**config.mk**
```make
export PLATFORM = sky130hd
export DESIGN_NAME = seg7_scan_ctrl
export DESIGN_NICKNAME = d
export VERILOG_FILES = /design/src/rtl/seg7_pkg.sv /design/src/rtl/hex7seg.sv /design/src/rtl/seg7_scan_ctrl.sv
export SDC_FILE = /design/constraint.sdc
export NUM_CORES = 1
export LEC_CHECK = 0
export BUFFER_PORTS_ARGS = -buffer_cell sky130_fd_sc_hd__buf_2
export CORE_MARGIN = 2
export CORE_UTILIZATION = 51
export DETAILED_ROUTE_END_ITERATION = 7
export PLACE_DENSITY_LB_ADDON = 0.08
export SLEW_MARGIN = 30
export SYNTH_ARGS = -nofsm -noshare
export SYNTH_HDL_FRONTEND = slang
export SYNTH_SLANG_ARGS = --single-unit
export TNS_END_PERCENT = 30
```
**constraint.sdc**
```tcl
create_clock -name clk -period 3.8 [get_ports clk]
set_input_delay 0.76 -clock clk [delete_from_list [all_inputs] [get_ports clk]]
set_output_delay 0.76 -clock clk [all_outputs]
set_load 0.02 [all_outputs]
```
**src/rtl/seg7_pkg.sv**
```systemverilog
// Shared constants, display-image type and blanking helper for the
// 4-digit multiplexed 7-segment scan controller.
package seg7_pkg;

    localparam int unsigned N_DIGITS = 4;
    localparam logic [6:0]  SEG_OFF  = 7'b1111111;
    localparam logic [3:0]  AN_OFF   = 4'b1111;

    typedef struct packed {
        logic [15:0] value;
        logic [3:0]  dp;
        logic        blank_lz;
        logic [3:0]  mask;
    } disp_img_t;

    // Digit i (3..1) is a leading zero when it and every higher nibble are zero.
    function automatic logic [3:0] lz_blank(input logic [15:0] v);
        logic [3:0] b;
        b[3] = (v[15:12] == 4'h0);
        b[2] = b[3] && (v[11:8] == 4'h0);
        b[1] = b[2] && (v[7:4] == 4'h0);
        b[0] = 1'b0;
        return b;
    endfunction

endpackage

```
**src/rtl/hex7seg.sv**
```systemverilog
// Hex nibble to active-low 7-segment pattern, segment a in bit 6, g in bit 0.
module hex7seg
    import seg7_pkg::*;
(
    input  logic [3:0] hex,
    output logic [6:0] seg
);

    always_comb begin
        seg = SEG_OFF;
        unique case (hex)
            4'h0: seg = 7'b0000001;
            4'h1: seg = 7'b1001111;
            4'h2: seg = 7'b0010010;
            4'h3: seg = 7'b0000110;
            4'h4: seg = 7'b1001100;
            4'h5: seg = 7'b0100100;
            4'h6: seg = 7'b0100000;
            4'h7: seg = 7'b0001111;
            4'h8: seg = 7'b0000000;
            4'h9: seg = 7'b0000100;
            4'ha: seg = 7'b0001000;
            4'hb: seg = 7'b1100000;
            4'hc: seg = 7'b0110001;
            4'hd: seg = 7'b1000010;
            4'he: seg = 7'b0110000;
            4'hf: seg = 7'b0111000;
        endcase
    end

endmodule

```
**src/rtl/seg7_scan_ctrl.sv**
```systemverilog
// Time-multiplexed 4-digit common-anode scan controller with a double-buffered
// display image, leading-zero blanking, decimal points and per-digit blink.
module seg7_scan_ctrl
    import seg7_pkg::*;
#(
    parameter int unsigned REFRESH_DIV  = 100000,
    parameter int unsigned BLINK_FRAMES = 64
) (
    input  logic        clk,
    input  logic        clr_n,
    input  logic [15:0] value,
    input  logic [3:0]  dp_in,
    input  logic        blank_lz,
    input  logic [3:0]  blink_mask,
    input  logic        load,
    output logic        load_ack,
    output logic [3:0]  an,
    output logic [6:0]  a_to_g,
    output logic        dp,
    output logic        frame_tick
);

    localparam int unsigned PW = $clog2(REFRESH_DIV);
    localparam int unsigned BW = (BLINK_FRAMES > 1) ? $clog2(BLINK_FRAMES) : 1;
    localparam int unsigned DW = $clog2(N_DIGITS);

    localparam logic [PW-1:0] PRESC_MAX  = PW'(REFRESH_DIV - 1);
    localparam logic [BW-1:0] BLINK_MAX  = BW'(BLINK_FRAMES - 1);
    localparam logic [DW-1:0] LAST_DIGIT = DW'(N_DIGITS - 1);

    logic [PW-1:0] presc_q;
    logic [DW-1:0] digit_sel_q;
    logic [BW-1:0] blink_cnt_q;
    logic          blink_phase_q;
    disp_img_t     pend_q;
    logic          pend_valid_q;
    disp_img_t     act_q;

    logic          presc_tc;
    logic          frame_end;
    disp_img_t     load_img;
    logic [3:0]    nibble;
    logic [6:0]    seg_dec;
    logic [3:0]    lz;
    logic          digit_blank;

    always_comb begin
        presc_tc  = (presc_q == PRESC_MAX);
        frame_end = presc_tc && (digit_sel_q == LAST_DIGIT);

        load_img          = '0;
        load_img.value    = value;
        load_img.dp       = dp_in;
        load_img.blank_lz = blank_lz;
        load_img.mask     = blink_mask;

        nibble      = act_q.value[{digit_sel_q, 2'b00} +: 4];
        lz          = lz_blank(act_q.value);
        digit_blank = (act_q.blank_lz && lz[digit_sel_q])
                   || (blink_phase_q && act_q.mask[digit_sel_q]);
    end

    hex7seg u_hex7seg (
        .hex (nibble),
        .seg (seg_dec)
    );

    // Scan timing, blink timing and the pending/active double buffer.
    always_ff @(posedge clk or negedge clr_n) begin
        if (!clr_n) begin
            presc_q       <= '0;
            digit_sel_q   <= '0;
            blink_cnt_q   <= '0;
            blink_phase_q <= 1'b0;
            pend_q        <= '0;
            pend_valid_q  <= 1'b0;
            act_q         <= '0;
            load_ack      <= 1'b0;
            frame_tick    <= 1'b0;
        end else begin
            frame_tick <= frame_end;
            load_ack   <= 1'b0;

            if (presc_tc) begin
                presc_q     <= '0;
                digit_sel_q <= digit_sel_q + DW'(1);
            end else begin
                presc_q <= presc_q + PW'(1);
            end

            if (frame_end) begin
                if (blink_cnt_q == BLINK_MAX) begin
                    blink_cnt_q   <= '0;
                    blink_phase_q <= ~blink_phase_q;
                end else begin
                    blink_cnt_q <= blink_cnt_q + BW'(1);
                end
            end

            // A load on the boundary cycle defers the transfer a whole frame.
            if (load) begin
                pend_q       <= load_img;
                pend_valid_q <= 1'b1;
            end else if (frame_end && pend_valid_q) begin
                act_q        <= pend_q;
                pend_valid_q <= 1'b0;
                load_ack     <= 1'b1;
            end
        end
    end

    always_ff @(posedge clk or negedge clr_n) begin
        if (!clr_n) begin
            an     <= AN_OFF;
            a_to_g <= SEG_OFF;
            dp     <= 1'b1;
        end else if (digit_blank) begin
            an     <= AN_OFF;
            a_to_g <= SEG_OFF;
            dp     <= 1'b1;
        end else begin
            an     <= ~(4'b0001 << digit_sel_q);
            a_to_g <= seg_dec;
            dp     <= ~act_q.dp[digit_sel_q];
        end
    end

endmodule

```
# Yosys cells after proc, flatten, opt, wreduce, memory -nomap -nowiden
# Memory sizes are Yosys's and may differ from the RTL's.
# Cells that the tools add are included.
# classes
n_eq_ne,3
muxes,15
n_bitwise,4
add_sub_neg,3
reduce_logical,13
n_shift,2
n_lt_le_gt_ge,1
# ops
op,count
17-bit by 1-bit adder with 17-bit output (second input constant),1
17-bit == test (second input constant),1
17-bit two-way mux,1
16-bit by 5-bit variable part select with 4-bit output,1
4-bit logical NOT,3
1-bit two-way mux,8
7-bit two-way mux,1
6-bit by 1-bit adder with 6-bit output (second input constant),1
1-bit binary-select mux with 2-bit select,3
6-bit == test (second input constant),1
1-bit logical AND,6
6-bit two-way mux,1
4-bit two-way mux,1
4-bit inverter,1
2-bit AND reduction,2
1-bit by 2-bit << shifter with 4-bit output (first input constant),1
2-bit by 3-bit < comparator with 1-bit output (second input constant),1
1-bit inverter,3
2-bit by 1-bit adder with 2-bit output (second input constant),1
2-bit == test (second input constant),1
2-bit nonzero test,1
1-bit logical OR,1
# word_totals
regBits,91
n_memories,1
input_bits,28
romBits,112
# mem_list
memory,depth,word_bits,rd,rd_ports_with_merged_regs,write_ports,line_no,text
(name not given),16,7,1,0,0,hex7seg.sv:11,unique case (hex)

# Logic depth before layout (Yosys ltp)
# depth
ltp_word,8
mapped_depth,7
mapped_depth_nobuf,6

# By module
# A second synthesis with hierarchy kept.
# hier_totals
hier_cells,308
area_unflattened_um2,4082.7
# modules_own_cells
mod,cells_each,n_inst,seq_area_each_um2,area_per_inst_um2
seg7_scan_ctrl,275,1,2292.2,3813.7
hex7seg,33,1,0.0,269.0

# Worst setup path before layout
# OpenSTA, ideal clock, no wires.
# synth_timing
kind,input -> register
start,in load
end,reg act_q[0] in the netlist's numbering
setup_slack_ns,1.712
path_buffers,2
arrival_ns,1.963
stages,5
cell_sequence,clkbuf_1 > nand2b_1 > nor3_4 > buf_12 > mux2_4
# synth_between
elab_chain_len,2
# synth_rtl
element,line_no,text
start: declaration,seg7_scan_ctrl.sv:15,"input logic load,"
1-bit inverter (no source line),--,
2-bit AND reduction (no source line),--,
end signal: assignment,seg7_scan_ctrl.sv:105,act_q <= pend_q;
end: declaration,seg7_scan_ctrl.sv:37,disp_img_t act_q;
# No other way between the ends.
# A chain may end at the register's enable or synchronous reset.

# Worst setup path after layout
# layout_timing
start,reg presc_q[0]
end,reg act_q[15] in the netlist's numbering
# layout_between
elab_chain_len,4
# layout_rtl
element,line_no,text
start: declaration,seg7_scan_ctrl.sv:31,logic [PW-1:0] presc_q;
start signal: assignment,seg7_scan_ctrl.sv:88,presc_q <= presc_q + PW'(1);
17-bit == test,seg7_scan_ctrl.sv:48,presc_tc = (presc_q == PRESC_MAX);
1-bit logical AND,seg7_scan_ctrl.sv:49,frame_end = presc_tc && (digit_sel_q == LAST_DIGIT);
1-bit logical AND,seg7_scan_ctrl.sv:104,end else if (frame_end && pend_valid_q) begin
2-bit AND reduction (no source line),--,
# No other way between the ends.

==> flow_metrics.tcl <==
set metrics [dict create \
    holdWs_ns 0.349 \
    setup.worst_path.start "presc_q[0]$_DFF_PN0_" \
    critical-path-slowest-cell "buf_4" \
    cts_max_path_buffers 2 \
    layout.nets 393 \
    drt_pre_antenna_iters 4 \
    rsz0062_at_grt "false" \
    p_switching_mw 0.400 \
    first_global_vias 2353 \
    num-fill-cells 669 \
    placed_cells 447 \
    starting_density_pct 51.9 \
    grt_pass1_wl_um 12000 \
    class_of_the_tightest_hold_or_removal_check "primary input to async pin" \
    io_pins 42 \
    cp_top_family "simple AND/OR/NAND/NOR gates" \
    route.top_layer_used "met4" \
    top_area_cell_type_share_of_the_netlist_area_pct 46.8 \
    synth_largest_area_cell "dfrtp_1" \
    syn-num-nets 348 \
    worst_skew_pair.late_latency_ns 0.36 \
    drv_slew 0 \
    yosysWarnings 0 \
    globalRoute.totalOverflow 0 \
    vias_per_cell 5.32 \
    wl_met3_um 217 \
    worst_reg_to_reg_cells 6 \
    postRouteWirelength_um 7180 \
    tritoncts.num_buffers 9 \
    die-width_um 95.0 \
    r2r-start "presc_q[0]$_DFF_PN0_" \
    gpl.final_weighted_congestion 0.866 \
    die-area_um2 9020 \
    floorplan.rows 33 \
    vdd_drop_max_uv 303 \
    dieHeight_um 95.0 \
    finish.utilization_pct 58.2 \
    cell_internal_pwr_mw 1.41 \
    setup-tns-final_ns 0 \
    antenna_left 0 \
    detail_route.drc_violations 0 \
    proportion_of_synthesized_chip_area_in_sequential_cells_pct 54.3 \
    num_antenna_cells 0 \
    synth_enable_flop_cells 0 \
    post_layout_nonfiller_instances 463 \
    worst_ep_arrival_time_ns 2.59 \
    final_hold_viol_count 0 \
    post_cts_resized 0 \
    setup_viol_count_final 0 \
    power.leakage_nw 2.16 \
    async_reset_ff_share_pct 100 \
    slew_at_the_pin_closest_to_its_max_slew_limit_ns 0.690 \
    mappedNetlistArea_um2 4220 \
    clock_tree.htree_level_count 3 \
    post-route-period-util_pct 61.8 \
    clock-root-buffer "clkbuf_8" \
    crit_path_end "act_q[15]$_DFFE_PN0P_" \
    drv_cap 0 \
    post-synth-top-count-cell "dfrtp_1" \
    detailroute.via_count 2461 \
    switching_share_pct 22.2 \
    power_mw 1.81 \
    cts.repair_timing.setup_buffer_count 0 \
    grt_antenna_before_repair 0 \
    combinationalPowerShare_pct 3.8 \
    regArea_um2 2290 \
    synth_flop_cell "dfrtp_1" \
    place.detailed.hpwl_um 5030 \
    grt_max_degree 40 \
    timing.critical_path.to_type "flop" \
    routed_wire_length_per_instance_um 15.5 \
    postSynthAreaPerCell_um2 13.7 \
    seq_cells_post_synth 91 \
    drtIter0Drc 99 \
    post_synth_main_area_contributors "dfrtp_1 47%, mux2_2 9.3%, dfstp_2 7.5%" \
    finalClockSkew_ns 0.0124 \
    critical_path_buf_inv_count 1 \
    highest_attainable_clock_frequency_mhz 426 \
    area_of_the_multi_input_gates_um2 1820 \
    yosysUniqueCellTypes 46 \
    post_synth_inst_count 308 \
    setup.worst_path.start_class "flop" \
    timing.reg2reg.setup_slack_ns 1.45 \
    power.sequential.fraction_pct 55.9 \
    r2r_end "act_q[15]$_DFFE_PN0P_" \
    grt_use_total_pct 17.5 \
    worst_ep_required_time_ns 4.04 \
    clk_transition_reported_paths_ns 0.10 \
    cts.hold.buffers_added 0 \
    worst-path-stages 6 \
    core_region_area_um2 8130 \
    post_synth_most_frequent_cells "79 x dfrtp_1, 35 x mux2_2, 20 x mux2_4" \
    cp_cell_sequence "ha_1 -> and4_1 -> nand2_1 -> nor3_4 -> buf_4 -> mux2_2" \
    peak_per_stage_delay_on_the_critical_path_ns 0.41 \
    cellPowerDensity_nw_per_um2 382 \
    route.layer.met1.wl_um 3640 \
    area_growth_pct 12.1 \
    critical_path_peak_fanout 25 \
    layout-drive-gt1-share_pct 39.4 \
    slew-limit-headroom_pct 52.7 \
    tritoncts_clock_tree "yes" \
    dr_wl_met2_um 3240 \
    fin_crit_ns 2.35 \
    clock_power_share_pct 40.3 \
    crit_path_kind "flop to flop" \
    status "finished, final reports clean" \
    numPortBuffers 41 \
    clock_sink_count 91 \
]
-- placed cells by master, fill, tap and decap left out, types with 2 or more instances in the layout --
| master | netlist | final |
|---|---|---|
| dfrtp_1 | 79 | 79 |
| buf_2 | 4 | 40 |
| mux2_2 | 35 | 35 |
| mux2_4 | 20 | 20 |
| nand2_1 | 18 | 18 |
| ha_1 | 12 | 12 |
| dfstp_2 | 12 | 12 |
| nor2_1 | 10 | 10 |
| xnor2_1 | 10 | 10 |
| xor2_1 | 10 | 10 |
| inv_1 | 9 | 9 |
| nand3_1 | 9 | 9 |
| clkbuf_8 | 0 | 9 |
| mux2i_1 | 7 | 7 |
| mux4_2 | 6 | 6 |
| a21oi_1 | 6 | 6 |
| nor3_1 | 5 | 5 |
| nand4_1 | 4 | 4 |
| o21ai_0 | 4 | 4 |
| nor4_1 | 4 | 4 |
| buf_4 | 0 | 4 |
| and3_1 | 3 | 3 |
| or3_1 | 3 | 3 |
| o311ai_0 | 3 | 3 |
| o31ai_1 | 3 | 3 |
| nor4b_2 | 2 | 2 |
| o221ai_1 | 2 | 2 |
| or2_2 | 2 | 2 |
| nand3b_1 | 2 | 2 |
| o41ai_1 | 2 | 2 |
| inv_6 | 0 | 2 |
| bufinv_16 | 0 | 2 |
-- worst min path at each step --
stage | end | slack [ns] | from
5_1_grt | presc_q[7]$_DFF_PN0_ | 0.39 | clr_n
4_1_cts | presc_q[7]$_DFF_PN0_ | 0.37 | clr_n
2_1_floorplan | presc_q[16]$_DFF_PN0_ | 0.43 | presc_q[16]$_DFF_PN0_
3_5_place_dp | blink_cnt_q[4]$_DFFE_PN0P_ | 0.47 | blink_cnt_q[4]$_DFFE_PN0P_
3_3_place_gp | presc_q[16]$_DFF_PN0_ | 0.46 | presc_q[16]$_DFF_PN0_
6_report | presc_q[7]$_DFF_PN0_ | 0.35 | clr_n
-- sequential cells by signal, summed over array words and instances, names as in the netlist --
signal and cells:
an 4, frame_tick 1, pend_valid_q 1, blink_phase_q 1, act_q 25, presc_q 17
a_to_g 7, pend_q 25, dp 1, digit_sel_q 2, load_ack 1, blink_cnt_q 6
-- power by group through the flow --
stage               Clock (mW)  Sequential (mW)  Combinational [mW]
floorplan                    0             1.02              0.0337
global placement             0             1.03              0.0691
detailed placement           0             1.03              0.0715
CTS                      0.750             1.01              0.0720
global route             0.791             1.01              0.0790
finish                   0.727             1.01              0.0688
-- layer usage --
layer	GRT usage, %	up-vias
li1	-	1202
met1	26.8	1210
met2	24.9	41
met3	3.27	8
met4	6.16	0
met5	0	-
-- stage by stage --
step                worst slack (ns)  area (um^2)
floorplan                       1.71         4220
global placement                1.43         4510
detailed placement              1.41         4510
CTS                             1.43         4730
global route                    1.29         4730
finish                          1.45         4730
-- cell families after synthesis --
| logic type | synth area share [%] |
|---|---|
| adder cells (fa/ha/maj) | 3.56 |
| multiplexers | 21.3 |
| AO/OA/AOI/OAI | 4.80 |
| buffers and inverters | 2.58 |
| AND/OR/NAND/NOR | 9.33 |
| XOR/XNOR | 4.15 |
| flip-flops | 54.3 |
-- layout make-up --
class	instances	area share, %
flip-flops and latches	91	48.4
repair buffers	44	4.87
inverters	9	0.714
clock buffers	9	2.62
multi-input cells	198	38.5
well taps	105	2.78
clock inverters	7	2.09
Note: power is estimated with default switching activity, not from simulation.
